File: src/rtl/scratchpad_mls_responder_pkg.sv
// rtl/scratchpad_mls_responder_pkg.sv - shared types and constants for the MLS scratchpad responder
package scratchpad_mls_responder_pkg;

  localparam int MLS_ROWS       = 4;
  localparam int MLS_ELEM_W     = 16;
  localparam int MLS_ROW_W      = MLS_ROWS * MLS_ELEM_W;
  localparam int MLS_ROW_IDX_W  = $clog2(MLS_ROWS);
  localparam int MLS_ALIGN_BITS = $clog2(MLS_ROW_W / 8);

  typedef logic [3:0] matbits_t;

  typedef enum logic [1:0] {
    MATRIX_NA = 2'd0,
    M_LOAD    = 2'd1,
    M_STORE   = 2'd2
  } matrix_ls_e;

  typedef struct packed {
    logic        done;
    matrix_ls_e  ls_out;
    matbits_t    rd_out;
    logic [31:0] address;
    logic [31:0] stride_out;
  } matrix_ls_t;

  typedef enum logic [1:0] {
    MLS_IDLE,
    MLS_LOAD,
    MLS_STORE,
    MLS_DONE
  } mls_resp_state_e;

endpackage

File: src/rtl/scratchpad_mls_responder_if.sv
// rtl/scratchpad_mls_responder_if.sv - request, memory, regfile and response bundle of the MLS responder
interface scratchpad_mls_responder_if;
  import scratchpad_mls_responder_pkg::*;

  matrix_ls_t                mls_req;
  logic                      req_ready;
  logic                      mem_req;
  logic                      mem_wen;
  logic [31:0]               mem_addr;
  logic [MLS_ROW_W-1:0]      mem_wdata;
  logic [MLS_ROW_W-1:0]      mem_rdata;
  logic                      mem_ack;
  logic                      mrf_wen;
  matbits_t                  mrf_sel;
  logic [MLS_ROW_IDX_W-1:0]  mrf_row;
  logic [MLS_ROW_W-1:0]      mrf_wdata;
  logic [MLS_ROW_W-1:0]      mrf_rdata;
  logic                      resp_done;
  matbits_t                  resp_md;
  logic                      resp_err;

  modport slave (
    input  mls_req, mem_rdata, mem_ack, mrf_rdata,
    output req_ready, mem_req, mem_wen, mem_addr, mem_wdata,
           mrf_wen, mrf_sel, mrf_row, mrf_wdata, resp_done, resp_md, resp_err
  );

  modport master (
    output mls_req, mem_rdata, mem_ack, mrf_rdata,
    input  req_ready, mem_req, mem_wen, mem_addr, mem_wdata,
           mrf_wen, mrf_sel, mrf_row, mrf_wdata, resp_done, resp_md, resp_err
  );

endinterface

File: src/rtl/scratchpad_mls_responder_addr_gen.sv
// rtl/scratchpad_mls_responder_addr_gen.sv - row address accumulator and row counter
module scratchpad_mls_responder_addr_gen
  import scratchpad_mls_responder_pkg::*;
(
  input  logic                     i_clk,
  input  logic                     i_rst_n,
  input  logic                     i_start,
  input  logic                     i_step,
  input  logic [31:0]              i_base,
  input  logic [31:0]              i_stride,
  output logic [31:0]              o_addr,
  output logic [MLS_ROW_IDX_W-1:0] o_row,
  output logic                     o_last
);

  logic [31:0]              r_addr;
  logic [31:0]              r_stride;
  logic [MLS_ROW_IDX_W-1:0] r_row;

  // Address wraps modulo 2^32; stride 0 keeps every row on the same address.
  always_ff @(posedge i_clk or negedge i_rst_n) begin
    if (!i_rst_n) begin
      r_addr   <= '0;
      r_stride <= '0;
      r_row    <= '0;
    end else if (i_start) begin
      r_addr   <= i_base;
      r_stride <= i_stride;
      r_row    <= '0;
    end else if (i_step) begin
      r_addr   <= r_addr + r_stride;
      r_row    <= r_row + 1'b1;
    end
  end

  assign o_addr = r_addr;
  assign o_row  = r_row;
  assign o_last = (r_row == MLS_ROW_IDX_W'(MLS_ROWS - 1));

endmodule

File: src/rtl/scratchpad_mls_responder.sv
// rtl/scratchpad_mls_responder.sv - moves one matrix between memory and the matrix regfile per request
// Optional MLS_ALIGN_CHECK_EN: misaligned address/stride completes immediately with resp_err.
module scratchpad_mls_responder
  import scratchpad_mls_responder_pkg::*;
(
  input  logic                        i_clk,
  input  logic                        i_nrst,
  scratchpad_mls_responder_if.slave   io_mls
);

  mls_resp_state_e          r_state;
  mls_resp_state_e          w_state_nxt;
  matbits_t                 r_rd;
  logic                     r_err;
  logic                     w_valid;
  logic                     w_misaligned;
  logic                     w_start;
  logic                     w_step;
  logic                     w_last;
  logic [31:0]              w_addr;
  logic [MLS_ROW_IDX_W-1:0] w_row;

  assign w_valid = (io_mls.mls_req.ls_out != MATRIX_NA);

`ifdef MLS_ALIGN_CHECK_EN
  assign w_misaligned = (|io_mls.mls_req.address[MLS_ALIGN_BITS-1:0]) |
                        (|io_mls.mls_req.stride_out[MLS_ALIGN_BITS-1:0]);
`else
  assign w_misaligned = 1'b0;
`endif

  scratchpad_mls_responder_addr_gen u_addr_gen (
    .i_clk    (i_clk),
    .i_rst_n  (i_nrst),
    .i_start  (w_start),
    .i_step   (w_step),
    .i_base   (io_mls.mls_req.address),
    .i_stride (io_mls.mls_req.stride_out),
    .o_addr   (w_addr),
    .o_row    (w_row),
    .o_last   (w_last)
  );

  always_ff @(posedge i_clk or negedge i_nrst) begin
    if (!i_nrst) begin
      r_state <= MLS_IDLE;
      r_rd    <= '0;
      r_err   <= 1'b0;
    end else begin
      r_state <= w_state_nxt;
      if (w_start) begin
        r_rd  <= io_mls.mls_req.rd_out;
        r_err <= w_misaligned;
      end
    end
  end

  assign io_mls.mrf_sel = r_rd;
  assign io_mls.mrf_row = w_row;

  always_comb begin
    w_state_nxt      = r_state;
    w_start          = 1'b0;
    w_step           = 1'b0;
    io_mls.req_ready = 1'b0;
    io_mls.mem_req   = 1'b0;
    io_mls.mem_wen   = 1'b0;
    io_mls.mem_addr  = '0;
    io_mls.mem_wdata = '0;
    io_mls.mrf_wen   = 1'b0;
    io_mls.mrf_wdata = '0;
    io_mls.resp_done = 1'b0;
    io_mls.resp_md   = '0;
    io_mls.resp_err  = 1'b0;
    case (r_state)
      MLS_IDLE: begin
        // Ready is masked while reset is asserted so every output reads 0 in reset.
        io_mls.req_ready = i_nrst;
        if (w_valid) begin
          w_start = 1'b1;
          if (w_misaligned)                           w_state_nxt = MLS_DONE;
          else if (io_mls.mls_req.ls_out == M_LOAD)   w_state_nxt = MLS_LOAD;
          else                                        w_state_nxt = MLS_STORE;
        end
      end
      MLS_LOAD: begin
        io_mls.mem_req  = 1'b1;
        io_mls.mem_addr = w_addr;
        if (io_mls.mem_ack) begin
          io_mls.mrf_wen   = 1'b1;
          io_mls.mrf_wdata = io_mls.mem_rdata;
          w_step           = 1'b1;
          if (w_last) w_state_nxt = MLS_DONE;
        end
      end
      MLS_STORE: begin
        io_mls.mem_req   = 1'b1;
        io_mls.mem_wen   = 1'b1;
        io_mls.mem_addr  = w_addr;
        io_mls.mem_wdata = io_mls.mrf_rdata;
        if (io_mls.mem_ack) begin
          w_step = 1'b1;
          if (w_last) w_state_nxt = MLS_DONE;
        end
      end
      MLS_DONE: begin
        io_mls.resp_done = 1'b1;
        io_mls.resp_md   = r_rd;
        io_mls.resp_err  = r_err;
        w_state_nxt      = MLS_IDLE;
      end
      default: w_state_nxt = MLS_IDLE;
    endcase
  end

endmodule

File: src/flat_wrapper.sv
// flat-port wrapper written by rule: the top's interface ports become plain ports
module scratchpad_mls_responder_flat import scratchpad_mls_responder_pkg::*;
  (i_clk, i_nrst, io_mls_mls_req, io_mls_mem_rdata, io_mls_mem_ack, io_mls_mrf_rdata, io_mls_req_ready, io_mls_mem_req, io_mls_mem_wen, io_mls_mem_addr, io_mls_mem_wdata, io_mls_mrf_wen, io_mls_mrf_sel, io_mls_mrf_row, io_mls_mrf_wdata, io_mls_resp_done, io_mls_resp_md, io_mls_resp_err);
  scratchpad_mls_responder_if io_mls_i ();
  input  logic i_clk;
  input  logic i_nrst;
  input wire logic [$bits(io_mls_i.mls_req)-1:0] io_mls_mls_req;
  input wire logic [$bits(io_mls_i.mem_rdata)-1:0] io_mls_mem_rdata;
  input wire logic [$bits(io_mls_i.mem_ack)-1:0] io_mls_mem_ack;
  input wire logic [$bits(io_mls_i.mrf_rdata)-1:0] io_mls_mrf_rdata;
  output wire logic [$bits(io_mls_i.req_ready)-1:0] io_mls_req_ready;
  output wire logic [$bits(io_mls_i.mem_req)-1:0] io_mls_mem_req;
  output wire logic [$bits(io_mls_i.mem_wen)-1:0] io_mls_mem_wen;
  output wire logic [$bits(io_mls_i.mem_addr)-1:0] io_mls_mem_addr;
  output wire logic [$bits(io_mls_i.mem_wdata)-1:0] io_mls_mem_wdata;
  output wire logic [$bits(io_mls_i.mrf_wen)-1:0] io_mls_mrf_wen;
  output wire logic [$bits(io_mls_i.mrf_sel)-1:0] io_mls_mrf_sel;
  output wire logic [$bits(io_mls_i.mrf_row)-1:0] io_mls_mrf_row;
  output wire logic [$bits(io_mls_i.mrf_wdata)-1:0] io_mls_mrf_wdata;
  output wire logic [$bits(io_mls_i.resp_done)-1:0] io_mls_resp_done;
  output wire logic [$bits(io_mls_i.resp_md)-1:0] io_mls_resp_md;
  output wire logic [$bits(io_mls_i.resp_err)-1:0] io_mls_resp_err;
  assign io_mls_i.mls_req = io_mls_mls_req;
  assign io_mls_i.mem_rdata = io_mls_mem_rdata;
  assign io_mls_i.mem_ack = io_mls_mem_ack;
  assign io_mls_i.mrf_rdata = io_mls_mrf_rdata;
  assign io_mls_req_ready = io_mls_i.req_ready;
  assign io_mls_mem_req = io_mls_i.mem_req;
  assign io_mls_mem_wen = io_mls_i.mem_wen;
  assign io_mls_mem_addr = io_mls_i.mem_addr;
  assign io_mls_mem_wdata = io_mls_i.mem_wdata;
  assign io_mls_mrf_wen = io_mls_i.mrf_wen;
  assign io_mls_mrf_sel = io_mls_i.mrf_sel;
  assign io_mls_mrf_row = io_mls_i.mrf_row;
  assign io_mls_mrf_wdata = io_mls_i.mrf_wdata;
  assign io_mls_resp_done = io_mls_i.resp_done;
  assign io_mls_resp_md = io_mls_i.resp_md;
  assign io_mls_resp_err = io_mls_i.resp_err;
  scratchpad_mls_responder u_core (.i_clk(i_clk), .i_nrst(i_nrst), .io_mls(io_mls_i));
endmodule
File: config.mk
export PLATFORM = sky130hd
export DESIGN_NAME = scratchpad_mls_responder_flat
export DESIGN_NICKNAME = d
export VERILOG_FILES = /design/src/rtl/scratchpad_mls_responder_pkg.sv /design/src/rtl/scratchpad_mls_responder_if.sv /design/src/rtl/scratchpad_mls_responder_addr_gen.sv /design/src/rtl/scratchpad_mls_responder.sv /design/src/flat_wrapper.sv
export SDC_FILE = /design/constraint.sdc
export NUM_CORES = 1
export LEC_CHECK = 0
export ABC_AREA = 0
export BUFFER_PORTS_ARGS = -buffer_cell sky130_fd_sc_hd__buf_2
export CORE_AREA = 4 4 143 145
export DETAILED_ROUTE_END_ITERATION = 10
export DIE_AREA = 0 0 147 149
export GPL_TIMING_DRIVEN = 0
export MAX_ROUTING_LAYER = met4
export PLACE_DENSITY = 0.64
export SKIP_CTS_REPAIR_TIMING = 1
export SLEW_MARGIN = 20
export SYNTH_ARGS = -nofsm -noshare
export SYNTH_HDL_FRONTEND = slang
export SYNTH_SLANG_ARGS = --single-unit
File: constraint.sdc
create_clock -name i_clk -period 2.75 [get_ports i_clk]
set_input_delay 0.55 -clock i_clk [delete_from_list [all_inputs] [get_ports i_clk]]
set_output_delay 0.55 -clock i_clk [all_outputs]
set_load 0.05 [all_outputs]
==> results.json <==
{
  "grt_max_degree": 43,
  "clock.fmax_mhz": 367.2,
  "drv_slew": 0,
  "p_per_area_nw_per_um2": 1623,
  "numCtsBuffers": 9,
  "rows": 51,
  "yosysTopAreaCellShare_pct": 30.74,
  "wl_per_cell_um": 19.97,
  "status": "finished clean",
  "clk_latency_ns": 0.34,
  "cts_tree": "built",
  "grt_use_total_pct": 25.21,
  "place_inst": 1427,
  "layout_min_cycle_time_ns": 2.724,
  "grt_pass1_wl_um": 41160,
  "wl_um": 28930,
  "holdWs_ns": 0.1530,
  "vias_per_cell": 4.911,
  "maxCapViolations": 0,
  "min-delay-path-class": "in -> async",
  "antenna_found_initial": 3,
  "die_w_um": 147,
  "gr-total-overflow": 0,
  "drtAntennaViolNets": 0,
  "port_buffers": 375,
  "cp-start-kind": "register",
  "relSlewSlack_pct": 52.19,
  "setup_violations": 0,
  "clk_pin_slew_ns": 0.07,
  "syn-cell-area_um2": 5862,
  "drt_iter0_drc": 360,
  "layout-drive-gt1-share_pct": 36.66,
  "dieHeight_um": 149,
  "skew_ns": 0.009288,
  "worst_slew_pin_slew_ns": 0.7171,
  "grt_pass1_vias": 6903,
  "clk_path_buf_depth": 2,
  "synthTopCellsByArea": "dfrtp_1, and2_1, nand2_1",
  "hold_viol": 0,
  "root_buffer": "clkbuf_16",
  "critPathKind": "reg -> reg",
  "avgSynthCellArea_um2": 7.458,
  "coreArea_um2": 19210,
  "h-tree-depth": 3,
  "synth_cell_types": 47,
  "num_io_pins": 378,
  "placed_area_um2": 8100,
  "post-route-drc-count": 0,
  "synth-edff-count": 0,
  "rsz0062_at_grt": "true",
  "ys_ff_latch": 72,
  "cts_sinks": 72,
  "syn_nets": 1026,
  "start_util_pct": 30.52,
  "vdd.ir_drop.worst_mv": 0.6778,
  "fin_crit_sh_pct": 99.04,
  "yosysWarnings": 0,
  "critical_path_arrival_ns": 2.95,
  "ys.flop_type": "dfrtp_1",
  "gp_congestion": 0.9540,
  "final_cell_area_um2": 8572,
  "synthArstFlopShare_pct": 100.0,
  "netlist_instances": 786,
  "path_max_fanout": 5,
  "area_growth_syn_to_layout_pct": 46.23,
  "synth_top_area_cell": "dfrtp_1",
  "leakagePower_nw": 4.908,
  "dr_total_vias": 7116,
  "dp_hpwl_um": 24260,
  "nets": 1416,
  "end_kind": "register",
  "yosysSeqAreaShare_pct": 30.74,
  "critPathRequiredTime_ns": 2.97,
  "drt_first_pass_iters": 5,
  "dieArea_um2": 21900,
  "final_cell_count_no_fill": 1449
}
==> path summary, 6_finish.rpt <==
path / from / end / slack [ns] / depth (start not counted)
worst min register to register: u_core.u_addr_gen.r_stride[17] / u_core.u_addr_gen.r_stride[17] / 0.48 / 2
worst min-delay path: i_nrst / u_core.u_addr_gen.r_stride[21] / 0.15 / 1
worst max-delay path: u_core.u_addr_gen.o_addr[0] / u_core.u_addr_gen.o_addr[26] / 0.03 / 10
worst max register to register: u_core.u_addr_gen.o_addr[0] / u_core.u_addr_gen.o_addr[26] / 0.03 / 10
min in group i_clk: io_mls_mls_req[64] / u_core.io_mls.mrf_sel[0] / 0.40 / 3
max in group asynchronous: i_nrst / u_core.u_addr_gen.r_stride[31] / 2.02 / 2
==> sequential cells by signal (all words and copies together) (netlist names) <==
| name | flops |
|---|---|
| u_core.io_mls.mrf_sel | 4 |
| u_core.r_state | 2 |
| u_core.u_addr_gen.o_addr | 32 |
| u_core.u_addr_gen.o_row | 2 |
| u_core.u_addr_gen.r_stride | 32 |
==> cell families after synthesis <==
kind of cell    synth area share [%]
compound gates                 16.16
xor+xnor                       3.885
fa+ha+maj                      8.239
buf+inv                        4.440
flops                          30.74
mux                           0.1708
other cells                  0.06397
simple gates                   36.31
==> placed cells by master (no fill, tap or decap), types with 6 or more instances in the layout <==
cell type / instances
ha_1: 33
inv_1: 9
buf_4: 9
nand3_1: 7
dfrtp_1: 72
nor2_1: 45
nand4_1: 10
clkbuf_16: 9
clkbuf_2: 11
clkbuf_1: 39
a21o_1: 11
xnor2_1: 20
a21oi_1: 59
o21ai_0: 31
nand2_1: 166
o21bai_1: 8
buf_2: 374
xor2_1: 6
a31oi_1: 15
and3_1: 73
and2_1: 105
==> worst max-delay path, cell delays in order, from the launching register on <==
cell and delay [ns]:
dfrtp_1 0.42, ha_4 0.19, fa_2 0.36, a21o_1 0.20
a221oi_4 0.38, a221oi_4 0.16, a41o_2 0.32, a21oi_4 0.23
o21ai_2 0.08, xnor2_1 0.18, a21oi_1 0.08
==> cell usage after synthesis (2+ instances only) <==
| cell | n |
|---|---|
| nand3_1 | 7 |
| or3_1 | 4 |
| xor2_1 | 6 |
| xnor2_1 | 20 |
| nand3b_1 | 2 |
| dfrtp_1 | 72 |
| clkbuf_1 | 57 |
| and2_1 | 105 |
| o21ai_1 | 2 |
| inv_1 | 9 |
| nor2b_1 | 3 |
| nand2_1 | 166 |
| nand2b_1 | 4 |
| a31oi_1 | 15 |
| and3_1 | 73 |
| o21a_1 | 5 |
| nor3_1 | 3 |
| ha_1 | 37 |
| o211ai_1 | 3 |
| nand4_1 | 10 |
| a21oi_1 | 62 |
| a21o_1 | 11 |
| nor4_1 | 3 |
| o21bai_1 | 8 |
| nor2_1 | 45 |
| o31ai_1 | 2 |
| o21ai_0 | 32 |
==> final cells by class <==
class	instances	area [um2]
diodes	3	7.507
plain buffers	55	227.7
fillers	2009	10640
repair buffers	383	1967
flip-flops and latches	72	1802
clock buffers	9	225.2
clock inverters	7	78.83
well taps	265	331.6
inverters	9	33.78
multi-input cells	646	3899
==> stage by stage <==
stage | TNS [ns] | power, mW | setup WS, ns | util [%]
floorplan | 0 | 9.658 | 0.07724 | -
global placement | -1.730 | 12.20 | -0.3431 | 42.02
detailed placement | -1.833 | 12.29 | -0.3947 | 42.17
CTS | -10.34 | 13.56 | -0.4262 | 43.76
global route | -0.1735 | 14.88 | -0.05749 | 44.63
finish | 0 | 13.92 | 0.02633 | 44.63
==> power breakdown <==
group | internal, mW | switching [mW]
Clock | 0.711 | 0.511
Sequential | 1.61 | 0.441
Combinational | 3.29 | 7.35
==> layer usage <==
layer  vias to the layer above  routed length (um)  GRT usage [%]
met5                         -                   0              -
met4                         0                 836          8.108
met3                        49                2216          6.411
met2                       287               13730          41.23
met1                      3331               12150          30.73
li1                       3449                   -              -
No activity file was read; power rests on OpenSTA's default activity.
